## src/rtl/spi_slave.sv

```systemverilog
// SPI responder: oversamples SCLK/CS/MOSI, exchanges one 8..32-bit word
// per chip-select in any CPOL/CPHA mode.
module spi_slave #(
   parameter int SYNC_STAGES = 2
) (
   input  logic        clk,
   input  logic        rst,
   input  logic        SCLK,
   input  logic        CS,
   input  logic        MOSI,
   output logic        MISO,
   input  logic [31:0] tx_data,
   output logic [31:0] rx_data,
   input  logic [1:0]  transaction_length,
   input  logic        CPOL,
   input  logic        CPHA,
   input  logic        default_val,
   output logic        busy,
   output logic        rx_valid,
   output logic        abort
);

   typedef enum logic [1:0] {
      IDLE,
      ACTIVE,
      DONE
   } state_t;

   state_t state, state_nxt;

   logic [SYNC_STAGES-1:0] sclk_sync;
   logic [SYNC_STAGES-1:0] cs_sync;
   logic [SYNC_STAGES-1:0] mosi_sync;
   logic                   sclk_hist;
   logic                   cs_hist;

   logic sclk_s, cs_s, mosi_s;
   logic sclk_rise, sclk_fall;
   logic cs_rise, cs_fall;

   logic [2:0]  flush_cnt;
   logic        cs_armed;
   logic        cs_go;

   logic [31:0] tx_lat;
   logic [1:0]  len_lat;
   logic        cpol_lat;
   logic        cpha_lat;
   logic [30:0] rx_shift;
   logic [5:0]  rx_cnt;
   logic [4:0]  tx_idx;
   logic        lead_seen;

   logic        lead_edge, trail_edge;
   logic        sample_edge, shift_edge;
   logic [5:0]  n_bits;
   logic [31:0] rx_next;
   logic        last_bit;

   always_ff @(posedge clk) begin
      if (rst) begin
         sclk_sync <= '0;
         cs_sync   <= '1;
         mosi_sync <= '0;
         sclk_hist <= 1'b0;
         cs_hist   <= 1'b1;
      end else begin
         sclk_sync <= {sclk_sync[SYNC_STAGES-2:0], SCLK};
         cs_sync   <= {cs_sync[SYNC_STAGES-2:0], CS};
         mosi_sync <= {mosi_sync[SYNC_STAGES-2:0], MOSI};
         sclk_hist <= sclk_sync[SYNC_STAGES-1];
         cs_hist   <= cs_sync[SYNC_STAGES-1];
      end
   end

   assign sclk_s    = sclk_sync[SYNC_STAGES-1];
   assign cs_s      = cs_sync[SYNC_STAGES-1];
   assign mosi_s    = mosi_sync[SYNC_STAGES-1];
   assign sclk_rise = sclk_s & ~sclk_hist;
   assign sclk_fall = ~sclk_s & sclk_hist;
   assign cs_rise   = cs_s & ~cs_hist;
   assign cs_fall   = ~cs_s & cs_hist;

   // A CS held low across reset shows up as a fall once the chain
   // flushes; only trust CS after it has been seen high post-flush.
   always_ff @(posedge clk) begin
      if (rst) begin
         flush_cnt <= '0;
         cs_armed  <= 1'b0;
      end else begin
         if (flush_cnt != 3'(SYNC_STAGES + 1))
            flush_cnt <= flush_cnt + 3'd1;
         if (flush_cnt == 3'(SYNC_STAGES + 1) && cs_s)
            cs_armed <= 1'b1;
      end
   end

   assign cs_go = cs_fall & cs_armed;

   assign lead_edge   = cpol_lat ? sclk_fall : sclk_rise;
   assign trail_edge  = cpol_lat ? sclk_rise : sclk_fall;
   assign sample_edge = cpha_lat ? trail_edge : lead_edge;
   assign shift_edge  = cpha_lat ? lead_edge : trail_edge;
   assign n_bits      = 6'({len_lat, 3'b000}) + 6'd8;
   assign rx_next     = {rx_shift, mosi_s};
   assign last_bit    = (state == ACTIVE) && sample_edge &&
                        (rx_cnt + 6'd1 == n_bits);

   always_ff @(posedge clk) begin
      if (rst) state <= IDLE;
      else     state <= state_nxt;
   end

   always_comb begin
      state_nxt = state;
      unique case (state)
         IDLE: begin
            if (cs_go) state_nxt = ACTIVE;
         end
         ACTIVE: begin
            if (last_bit)     state_nxt = cs_rise ? IDLE : DONE;
            else if (cs_rise) state_nxt = IDLE;
         end
         DONE: begin
            if (cs_rise) state_nxt = IDLE;
         end
         default: state_nxt = IDLE;
      endcase
   end

   always_ff @(posedge clk) begin
      if (rst) begin
         rx_data   <= '0;
         rx_valid  <= 1'b0;
         abort     <= 1'b0;
         tx_lat    <= '0;
         len_lat   <= '0;
         cpol_lat  <= 1'b0;
         cpha_lat  <= 1'b0;
         rx_shift  <= '0;
         rx_cnt    <= '0;
         tx_idx    <= '0;
         lead_seen <= 1'b0;
      end else begin
         rx_valid <= 1'b0;
         abort    <= 1'b0;
         if (state == IDLE && cs_go) begin
            tx_lat    <= tx_data;
            len_lat   <= transaction_length;
            cpol_lat  <= CPOL;
            cpha_lat  <= CPHA;
            rx_shift  <= '0;
            rx_cnt    <= '0;
            tx_idx    <= {transaction_length, 3'b111};
            lead_seen <= 1'b0;
         end
         if (state == ACTIVE) begin
            if (sample_edge) begin
               rx_shift <= rx_next[30:0];
               rx_cnt   <= rx_cnt + 6'd1;
            end
            if (last_bit) begin
               rx_data  <= rx_next;
               rx_valid <= 1'b1;
            end else if (cs_rise) begin
               abort <= 1'b1;
            end
            // CPHA=1 puts the MSB out on the first leading edge
            if (shift_edge) begin
               if (!cpha_lat || lead_seen)
                  tx_idx <= tx_idx - 5'd1;
               lead_seen <= 1'b1;
            end
         end
      end
   end

   assign busy = (state != IDLE);

   always_comb begin
      MISO = default_val;
      if (!rst && state != IDLE) begin
         if (!cpha_lat || lead_seen)
            MISO = tx_lat[tx_idx];
      end
   end

endmodule

```

## config.mk

```make
export PLATFORM = sky130hd
export DESIGN_NAME = spi_slave
export DESIGN_NICKNAME = d
export VERILOG_FILES = /design/src/rtl/spi_slave.sv
export SDC_FILE = /design/constraint.sdc
export NUM_CORES = 1
export LEC_CHECK = 0
export BUFFER_PORTS_ARGS = -buffer_cell sky130_fd_sc_hd__buf_2
export CAP_MARGIN = 0
export CORE_ASPECT_RATIO = 1.25
export CORE_MARGIN = 3
export CORE_UTILIZATION = 61
export DETAILED_ROUTE_END_ITERATION = 8
export GPL_TIMING_DRIVEN = 0
export PLACE_DENSITY_LB_ADDON = 0.15
export SLEW_MARGIN = 20
export SYNTH_ARGS = -nofsm -noshare
export SYNTH_HDL_FRONTEND = slang
export SYNTH_SLANG_ARGS = --single-unit
export TNS_END_PERCENT = 20
```

## constraint.sdc

```tcl
create_clock -name clk -period 3.9 [get_ports clk]
set_input_delay 0.39 -clock clk [delete_from_list [all_inputs] [get_ports clk]]
set_output_delay 0.39 -clock clk [all_outputs]
set_load 0.01 [all_outputs]
```

# Yosys cells after proc, flatten, opt, wreduce, memory -nomap -nowiden
# Cells that the tools add are included.
# totals
register_bits	127
in_bits	42
out_inout_bits	36
wordCells	81
# op_classes
n_addsub	4
magnitude_cmp	1
eq_ne	6
n_mux	28
bitwise	10
reduce_logical	13
# op_table
cell	count
$mux 31	3
$mux 5	4
$mux 6	3
$mux 1	12
$mux 2	4
$add 5x4->6 const B	1
$add 6x1->6 const B	1
$eq 6x6->1	1
$lt 5x6->1 const B	1
$pmux 2 s3	1
$and 1x1->1	5
$bmux 1 s5	1
$logic_and 1x1->1	5
$not 1->1	5
$sub 5x1->5 const B	1
$add 3x1->3 const B	1
$eq 3x2->1 const B	1
$ne 3x2->1 const B	1
$reduce_or 3->1	1
$eq 2x1->1 const B	1
$eq 2x2->1 const B	1
$logic_not 1->1	2
$logic_not 2->1	1
$ne 2x2->1 const B	1
4 further kinds	4

# Logic depth before layout (Yosys ltp)
# Gate-level depths: netlist of the first run.
# logic_depth
word_depth	8
mapped_depth	8

# Worst setup path after synthesis of the first run
# Ideal clock, no wire load.
# synth_path
path_kind	register to register
from	register cpol_lat
to	register rx_data[10]
arrival_ps	2016
t_required_ps	3828
setup_slack_ps	1812
stages_incl_launch_ff	9
n_path_buf	3
synth_period_minus_slack_ps	2088
path_cell_list	dfxtp_1 xor2_1 mux2_4 nand2b_4 buf_6 nor4b_4 buf_6 buf_6 mux2i_1
# synth_via
elab_chain_cells	5
# synth_rtl
item	line_no	text
start, declared	47	logic cpol_lat;
start signal, assigned	138	cpol_lat <= 1'b0;
start signal, assigned	150	cpol_lat <= CPOL;
$mux 1, on equally long branches	100, 101	
$mux 1 *	102	assign sample_edge = cpha_lat ? trail_edge : lead_edge;
$logic_and 1x1->1 * (2 in series)	106	assign last_bit = (state == ACTIVE) && sample_edge &&
$reduce_and 2->1 (no source line) *	n/a	
end signal, assigned	163	rx_data <= rx_next;
end, declared	13	output logic [31:0] rx_data,
# Every way passes the cells marked *; elsewhere a longest branch is shown, timed or not.
# A chain may end at the register's enable or synchronous reset.

# Worst setup path in the final report of the first run
# layout_path
from	register tx_idx[0]
to	output MISO
# layout_via
elab_chain_cells	4
# layout_rtl
item	line_no	text
start, declared	51	logic [4:0] tx_idx;
start signal, assigned	154	tx_idx <= {transaction_length, 3'b111};
start signal, assigned	171	tx_idx <= tx_idx - 5'd1;
$bmux 1 s5	184	MISO = tx_lat[tx_idx];
$mux 1 (not written as such)	184	
$mux 1	183	if (!cpha_lat || lead_seen)
$mux 1	182	if (!rst && state != IDLE) begin
end, declared	11	output logic MISO,
# No other way between the ends. The select of a mux whose other input is x is not followed.

==> results of run 1 <==
critical path, stage by stage, from the launching register on:
cell and delay [ps]:
dfxtp_1 430, buf_2 330, mux4_2 550, mux2_2 290
nand3b_1 90, a41oi_1 150, buf_2 180
metal layers:
| layer | wire [um] | vias to the layer above |
|---|---|---|
| li1 | - | 2221 |
| met1 | 4760 | 2082 |
| met2 | 5990 | 120 |
| met3 | 425 | 28 |
| met4 | 293 | 0 |
| met5 | 0 | - |
worst min path at each step:
stage,to,cells after the start,slack (ps)
5_1_grt,cs_sync[0],2,60
4_1_cts,cs_sync[0],2,60
2_1_floorplan,cs_sync[1],1,390
6_report,cs_sync[0],2,60
3_5_place_dp,cs_sync[1],1,400
3_3_place_gp,cs_sync[1],1,390
per-stage QoR:
| step | std cells | area (sq um) | worst slack (ps) | power (mW) |
|---|---|---|---|---|
| 2_1_floorplan | 601 | 5390 | 1810 | 1.42 |
| 3_3_place_gp | 794 | 5920 | 1600 | 1.46 |
| 3_5_place_dp | 794 | 5920 | 1570 | 1.46 |
| 4_1_cts | 826 | 6530 | 994 | 3.03 |
| 5_1_grt | 826 | 6530 | 898 | 3.11 |
| 6_report | 826 | 6530 | 985 | 3.02 |
cells in the final DEF (no fill, tap or decap), drive strengths merged, types with 4 or more instances in the layout:
cell type    n
dfxtp      127
nand2      106
buf         83
a21oi       78
nand2b      71
clkbuf      59
mux2i       38
nand3       36
nor2        15
nor2b       10
nor3         9
mux4         8
ha           6
nand3b       5
xnor2        5
inv          4
and3         4
o21ai        4
mux2         4
logic make-up (layout without fill, tap and decap cells):
| kind of cell | after synthesis | after routing | synth area share (%) |
|---|---|---|---|
| buf+inv | 47 | 155 | 3.99 |
| xor+xnor | 9 | 9 | 1.72 |
| mux | 50 | 50 | 11.3 |
| flops | 127 | 127 | 47.1 |
| fa+ha+maj | 6 | 6 | 1.39 |
| compound gates | 95 | 95 | 9.40 |
| simple gates | 267 | 267 | 25.1 |
area by class of cell:
type	instances	area, sq um
Multi-Input combinational cell	427	2640
Inverter	4	15.0
Clock buffer	23	477
Fill cell	607	1900
Sequential cell	127	2540
Buffer	43	200
Timing Repair Buffer	76	380
Clock inverter	9	131
Tap cell	117	146
sequential cells by signal, summed over array words and instances, names as in the netlist:
signal     cells
rx_data       32
rx_valid       1
rx_cnt         6
cpol_lat       1
rx_shift      31
cs_sync        2
state          2
sclk_hist      1
mosi_sync      2
tx_idx         5
sclk_sync      2
cs_armed       1
cs_hist        1
abort          1
cpha_lat       1
tx_lat        32
lead_seen      1
flush_cnt      3
len_lat        2
power breakdown:
part / switching, mW / internal (mW)
combinational: 0.0615 / 0.0515
clock: 0.543 / 1.04
sequential: 0.00982 / 1.31
total: 0.614 / 2.40
==> impl_summary.txt, run 1 <==
----------------------------------------------------
[Run status]
  Outcome ... finished, final reports clean

[Worst setup path]
  Crit-path max FO ... 10
  CP Launch Point ... tx_idx[0]
  R2r worst-path depth ... 6
  CP required ... around 3500 ps
  Path type of the worst setup path ... reg -> out
  Critical path endpoint ... MISO
  Worst setup EP type ... primary output
  R2r startpoint ... cpha_lat
  Arr. time, crit path ... 2530 ps
  Critical R2R Capture ... rx_shift[21]
  Type of origin of the critical path ... register
  Slack of the worst reg-to-reg path ... 1530 ps

[Clocking]
  Number of H-tree levels ... 4
  Clock root buffer master ... clkbuf_8
  Clock-pin slew of the registers on the worst-case setup and hold paths ... 60 ps
  CTS tree ... built
  Postcts setup bufs ... 0
  Cts repair resizes ... 0
  CTS hold repair buffers ... 0
  Clock sink count ... 127
  Number of buffers between clock root and the deepest sink ... 2
  Insertion delay of the later-clocked pin in the worst-skew pair ... 510 ps
  TritonCTS buffer count ... 17

[Detailed routing]
  First-pass DRT Iterations ... 5
  Number of remaining DRC errors ... 0
  Routed length per instance ... 13.9 um
  Final ANT Viol Nets ... 0
  Final wirelength ... 11.5 mm
  Vias after detailed routing ... 4451
  Vias/cell ... ~5.4
  Iter 0 DRT Violations ... 204

[GRT]
  Sum of overflow across all layers after global routing ... 0
  GRT met3 Usage ... about 5.5%
  Maximum number of pins on one net before global-route repair ... 17
  Most used routing layer ... met2
  First-pass GRT wire length ... between 15 and 20 mm
  Initial antenna violation count ... 0
  Global routing usage on met1 ... between 20% and 30%
  Total global routing track utilization ... about a quarter
  Met2 Use GR ... 43.3%
  Number of global-route vias before repair ... about 4400

[Yosys]
  Post-Synthesis Cell Area ... 5390 sq um
  Number of register bits inferred by synthesis ... ~130
  Main flop type after synthesis ... dfxtp_1
  Number of synthesized flops with an enable pin ... 0
  Sequential-to-total area share from yosys stat ... 47.1%
  Cell with the most instances after synthesis ... dfxtp_1
  Largest area contributor in the netlist ... dfxtp_1
  Synth top area cells ... dfxtp_1, nand2b_1, nand2_1
  Post-synth net total ... 649
  Average instance area after synthesis ... 8.97 sq um
  Netlist cell types ... 40
  Top post-synthesis cells by count ... dfxtp_1, nand2_1, a21oi_1
  Warning count from the yosys run ... 0
  Fraction of registers with async set/reset ... 0%
  Top cell type's share of synthesized area ... about 47%
  Count of mapped cells out of synthesis ... 601

[Place]
  Port-buffer cells ... 76
  RePlAce Congestion ... 0.821
  Placed wire-length estimate after detailed placement ... 8.05 mm

[STA]
  Worst Hold Slack ... 63.5 ps
  Normalized max-slew margin ... 47.6%
  RSZ-0062 raised after global routing ... false
  Minimum clock period after layout ... 2920 ps
  Final critical-path share of the clock period ... 74.8%
  Worst clock skew ... 7.86 ps
  Sum of negative setup slack ... 0 ps
  Final number of hold-violating endpoints ... 0
  Number of slew-limit violations in the final report ... 0
  Transition time of the tightest slew-check pin ... between 700 and 800 ps
  Max frequency ... between 0.3 and 0.4 GHz
  Number of setup violations in the final report ... 0

[Pwr]
  Total power per unit cell area ... approximately 460 nW/um^2
  Worst vdd rail ir drop ... 0.000313 V
  Pleak ... roughly 2.4 nW

[Run]
  Number of maximum-capacitance violations ... 0

[Worst hold path]
  Hold_sp ... CS
  Classification of the worst-slack hold path ... in -> reg

[Finish]
  Final layout net count ... between 700 and 800
  Share of final-layout standard cells stronger than drive strength 1 ... between 10% and 20%
  Ant. Diodes ... 0
  Fraction of the core area covered by cells at the end of the flow ... 77.5%
  Area added between synthesis and finish ... 21.0%

[Floorplanning]
  Die Area ... between 10000 and 15000 sq um
  Initial core utilization ... 64.0%
  Core footprint ... 8430 sq um
  DIE HEIGHT ... 111 um
  Core Rows ... 37
  Die Wd ... 90.1 um
  Boundary Pins ... 78

----------------------------------------------------
Power figures use the tool's default switching activity.
==> inputs of run 2 (changes only) <==
--- a/config.mk
+++ b/config.mk
@@ -9,7 +9,7 @@
 export CAP_MARGIN = 0
 export CORE_ASPECT_RATIO = 1.25
 export CORE_MARGIN = 3
-export CORE_UTILIZATION = 61
+export CORE_UTILIZATION = 57
 export DETAILED_ROUTE_END_ITERATION = 8
 export GPL_TIMING_DRIVEN = 0
 export PLACE_DENSITY_LB_ADDON = 0.15
==> constraint.sdc (replaced) <==
create_clock -name clk -period 2.9 [get_ports clk]
set_input_delay 0.29 -clock clk [delete_from_list [all_inputs] [get_ports clk]]
set_output_delay 0.29 -clock clk [all_outputs]
set_load 0.01 [all_outputs]
==> run 2 against run 1 <==
  * Clock power up 43%
  * Global-route usage down 0.25 points
  * Wire length down 0.62%
  * Sequential share of layout area down 0.24 points
  * Cell count up 0.73%
  * Largest cell class unchanged
==> impl_summary.txt, run 2 (synthesis gave the netlist of run 1 again) <==
----------------------------------------------------
[Run status]
  Outcome ... finished, final reports clean

[Floorplanning]
  Core footprint ... 9170 sq um (+8.9%)
  Core Rows ... 39 (+5.4%)
  Die Wd ... 93 um (+3.2%)
  DIE HEIGHT ... 115 um (+3.3%)
  Die Area ... 10700 sq um (+6.6%)
  Initial core utilization ... 58.8% (-5.2 points)
  Boundary Pins ... 78 (unchanged)

[Worst setup path]
  CP most frequent cell ... buf_2
  Crit-path max FO ... 10 (unchanged)
  Type of origin of the critical path ... register
  Master of the slowest instance on the critical path ... mux4_2
  Slack of the worst reg-to-reg path ... 550 ps (-980 ps)
  Maximum cell stage delay along the critical path ... 550 ps (about the same)
  Cell family with the largest share of critical-path delay ... multiplexers
  Worst setup EP type ... primary output
  R2r startpoint ... state[0]
  CP required ... 2610 ps (-900 ps)
  Arr. time, crit path ... 2320 ps (-210 ps)
  R2r worst-path depth ... 5 (-1)
  Cell-by-cell trace of the critical path ... buf_2 -> mux4_2 -> mux2_2 -> nand3b_1 -> a41oi_1 -> buf_2
  Path type of the worst setup path ... reg -> out
  Critical R2R Capture ... tx_idx[2]
  Buf/Inv on CP ... 2 (unchanged)
  CP Launch Point ... tx_idx[0]

[Pwr]
  Clk pwr share ... 53.9% (+1.5 points)
  Total power per unit cell area ... 638 nW/um^2 (+38%)
  Pleak ... 2.40 nW (+0.75%)
  Relative contribution of combinational cells to total power ... 3.6% (about the same)
  Fraction of power consumed by sequential logic ... 42.5% (-1.3 points)
  Worst vdd rail ir drop ... 0.000548 V (+75%)
  Switching component of the power ... 831 uW (+35%)
  Share of total power consumed by net switching ... 19.8% (-0.51 points)
  Internal power summed over all cells ... 3.36 mW (+40%)

[STA]
  Minimum clock period after layout ... 2610 ps
  Final number of hold-violating endpoints ... 0 (unchanged)
  Number of setup violations in the final report ... 0 (unchanged)
  Sum of negative setup slack ... 0 ps (unchanged)
  Transition time of the tightest slew-check pin ... 816 ps (+30.1 ps)
  RSZ-0062 raised after global routing ... false
  Worst clock skew ... 9.19 ps (+1.32 ps)
  Final critical-path share of the clock period ... between 90% and 100%
  Max frequency ... 0.383 GHz
  Number of slew-limit violations in the final report ... 0 (unchanged)
  Normalized max-slew margin ... 45.6% (-2.0 points)

[Detailed routing]
  Detailed-routed wire length on met2 ... 5.98 mm (about the same)
  Final ANT Viol Nets ... 0 (unchanged)
  Vias after detailed routing ... 4360 (-2.0%)
  Final wirelength ... 11.4 mm (-0.62%)
  Length of routed met3 wiring ... 519 um (+22%)
  Vias/cell ... 5.24 (-2.8%)
  Top layer reached by signal wires ... met4
  Number of remaining DRC errors ... 0 (unchanged)
  Post-route met1 wirelength ... 4.65 mm (-2.5%)
  Routed length per instance ... 13.7 um (-1.3%)
  First-pass DRT Iterations ... 5 (unchanged)
  Iter 0 DRT Violations ... 201 (-1.5%)

[Finish]
  Most used cells in the layout excluding fill and tap cells ... dfxtp_1, nand2_1, a21oi_1
  Largest registers ... rx_data x32, tx_lat x32, rx_shift x31
  Final layout net count ... 744 (unchanged)
  FILL cells ... 758 (+25%)
  Seq. cell area ... 2540 sq um (unchanged)
  Most common cell after layout, fill and taps aside ... dfxtp_1
  Area added between synthesis and finish ... 21.8%
  Ant. Diodes ... 0 (unchanged)
  Share of final-layout standard cells stronger than drive strength 1 ... 18.3% (+0.14 points)
  Footprint of the multi-input gates ... 2640 sq um (unchanged)
  Final std cells w/o fill ... 832 (+0.73%)

[Worst hold path]
  Classification of the worst-slack hold path ... in -> reg
  Hold_sp ... CS
  Worst hold path depth ... 2 (unchanged)
  Capture endpoint of the worst hold path ... cs_sync[0]

[Clocking]
  Clock sink count ... 127 (unchanged)
  CTS hold repair buffers ... 0 (unchanged)
  Postcts setup bufs ... 0 (unchanged)
  Cts repair resizes ... 0 (unchanged)
  Clock-pin slew of the registers on the worst-case setup and hold paths ... 50 ps (about the same)
  Insertion delay of the later-clocked pin in the worst-skew pair ... 420 ps (-90 ps)
  Number of H-tree levels ... 4 (unchanged)
  TritonCTS buffer count ... 17 (unchanged)
  Number of buffers between clock root and the deepest sink ... 2 (unchanged)
  CTS tree ... built
  Clock root buffer master ... clkbuf_16

[Place]
  RePlAce Congestion ... 0.775 (-5.6%)
  Placed wire-length estimate after detailed placement ... 8.06 mm (about the same)
  Dpl cells ... 800 (+0.76%)
  Port-buffer cells ... 76 (unchanged)

[GRT]
  Sum of overflow across all layers after global routing ... 0 (unchanged)
  First-pass GRT wire length ... 19.7 mm (+1.2%)
  Maximum number of pins on one net before global-route repair ... 17 (unchanged)
  Number of global-route vias before repair ... 4400 (+0.43%)
  Total global routing track utilization ... 23.3% (-0.25 points)
  Initial antenna violation count ... 0 (unchanged)

[Run]
  Number of maximum-capacitance violations ... 0 (unchanged)

----------------------------------------------------
## run 2: cell types whose count changed in the layout (fill, tap and decap cells not counted)
cell       before  now
bufinv_16       3    4
clkbuf_1       38   37
clkbuf_16      16   17
clkbuf_8        5    4
clkinv_2        2    3
clkinv_4        1    0
## run 2: how the worst max path moves through the flow
stage | endpoint | slack [ps] | cells past startpoint
floorplan | rx_data[10] | 810 | 8
CTS | MISO | 260 | 6
finish | MISO | 290 | 6
detailed placement | rx_data[4] | 580 | 8
global route | MISO | 130 | 6
global placement | rx_data[29] | 660 | 8
## run 2: per-layer routing
metal / vias up / global-route usage [%]
li1: 2219 / -
met1: 2028 / 25.7
met2: 93 / 41.3
met3: 20 / 5.37
met4: 0 / 12.4
met5: - / 0
## run 2: final cells by class
type / count / area share (%)
Clock buffer: 22 / 7.37
Tap cell: 123 / 2.34
Buffer: 43 / 3.05
Inverter: 4 / 0.229
Timing Repair Buffer: 76 / 5.79
Sequential cell: 127 / 38.7
Clock inverter: 10 / 2.40
Multi-Input combinational cell: 427 / 40.1
## run 2: worst reg2reg max path: stages (launching register included)
cell	delay [ps]
dfxtp_1	370
nor2b_1	440
o31ai_1	180
a21oi_1	670
mux2_2	410
o21a_1	170
## run 2: power groups by stage
| stage | Combinational, mW | Clock (mW) | Sequential (mW) |
|---|---|---|---|
| global placement | 0.146 | 0 | 1.81 |
| CTS | 0.154 | 2.29 | 1.78 |
| floorplan | 0.0962 | 0 | 1.81 |
| detailed placement | 0.151 | 0 | 1.82 |
| finish | 0.152 | 2.26 | 1.78 |
| global route | 0.170 | 2.38 | 1.78 |
## run 2: per-stage QoR
stage | hold slack (ps) | setup WS, ps | total power, mW | instance area [sq um] | util (%)
after floorplan | 389 | 812 | 1.91 | 5390 | -
final | 68.0 | 289 | 4.19 | 6570 | 71.6
after global routing | 57.1 | 131 | 4.33 | 6570 | 71.6
after CTS | 59.5 | 256 | 4.22 | 6570 | 71.6
after detailed placement | 401 | 577 | 1.97 | 5930 | 64.6
after global placement | 394 | 656 | 1.96 | 5930 | 64.6
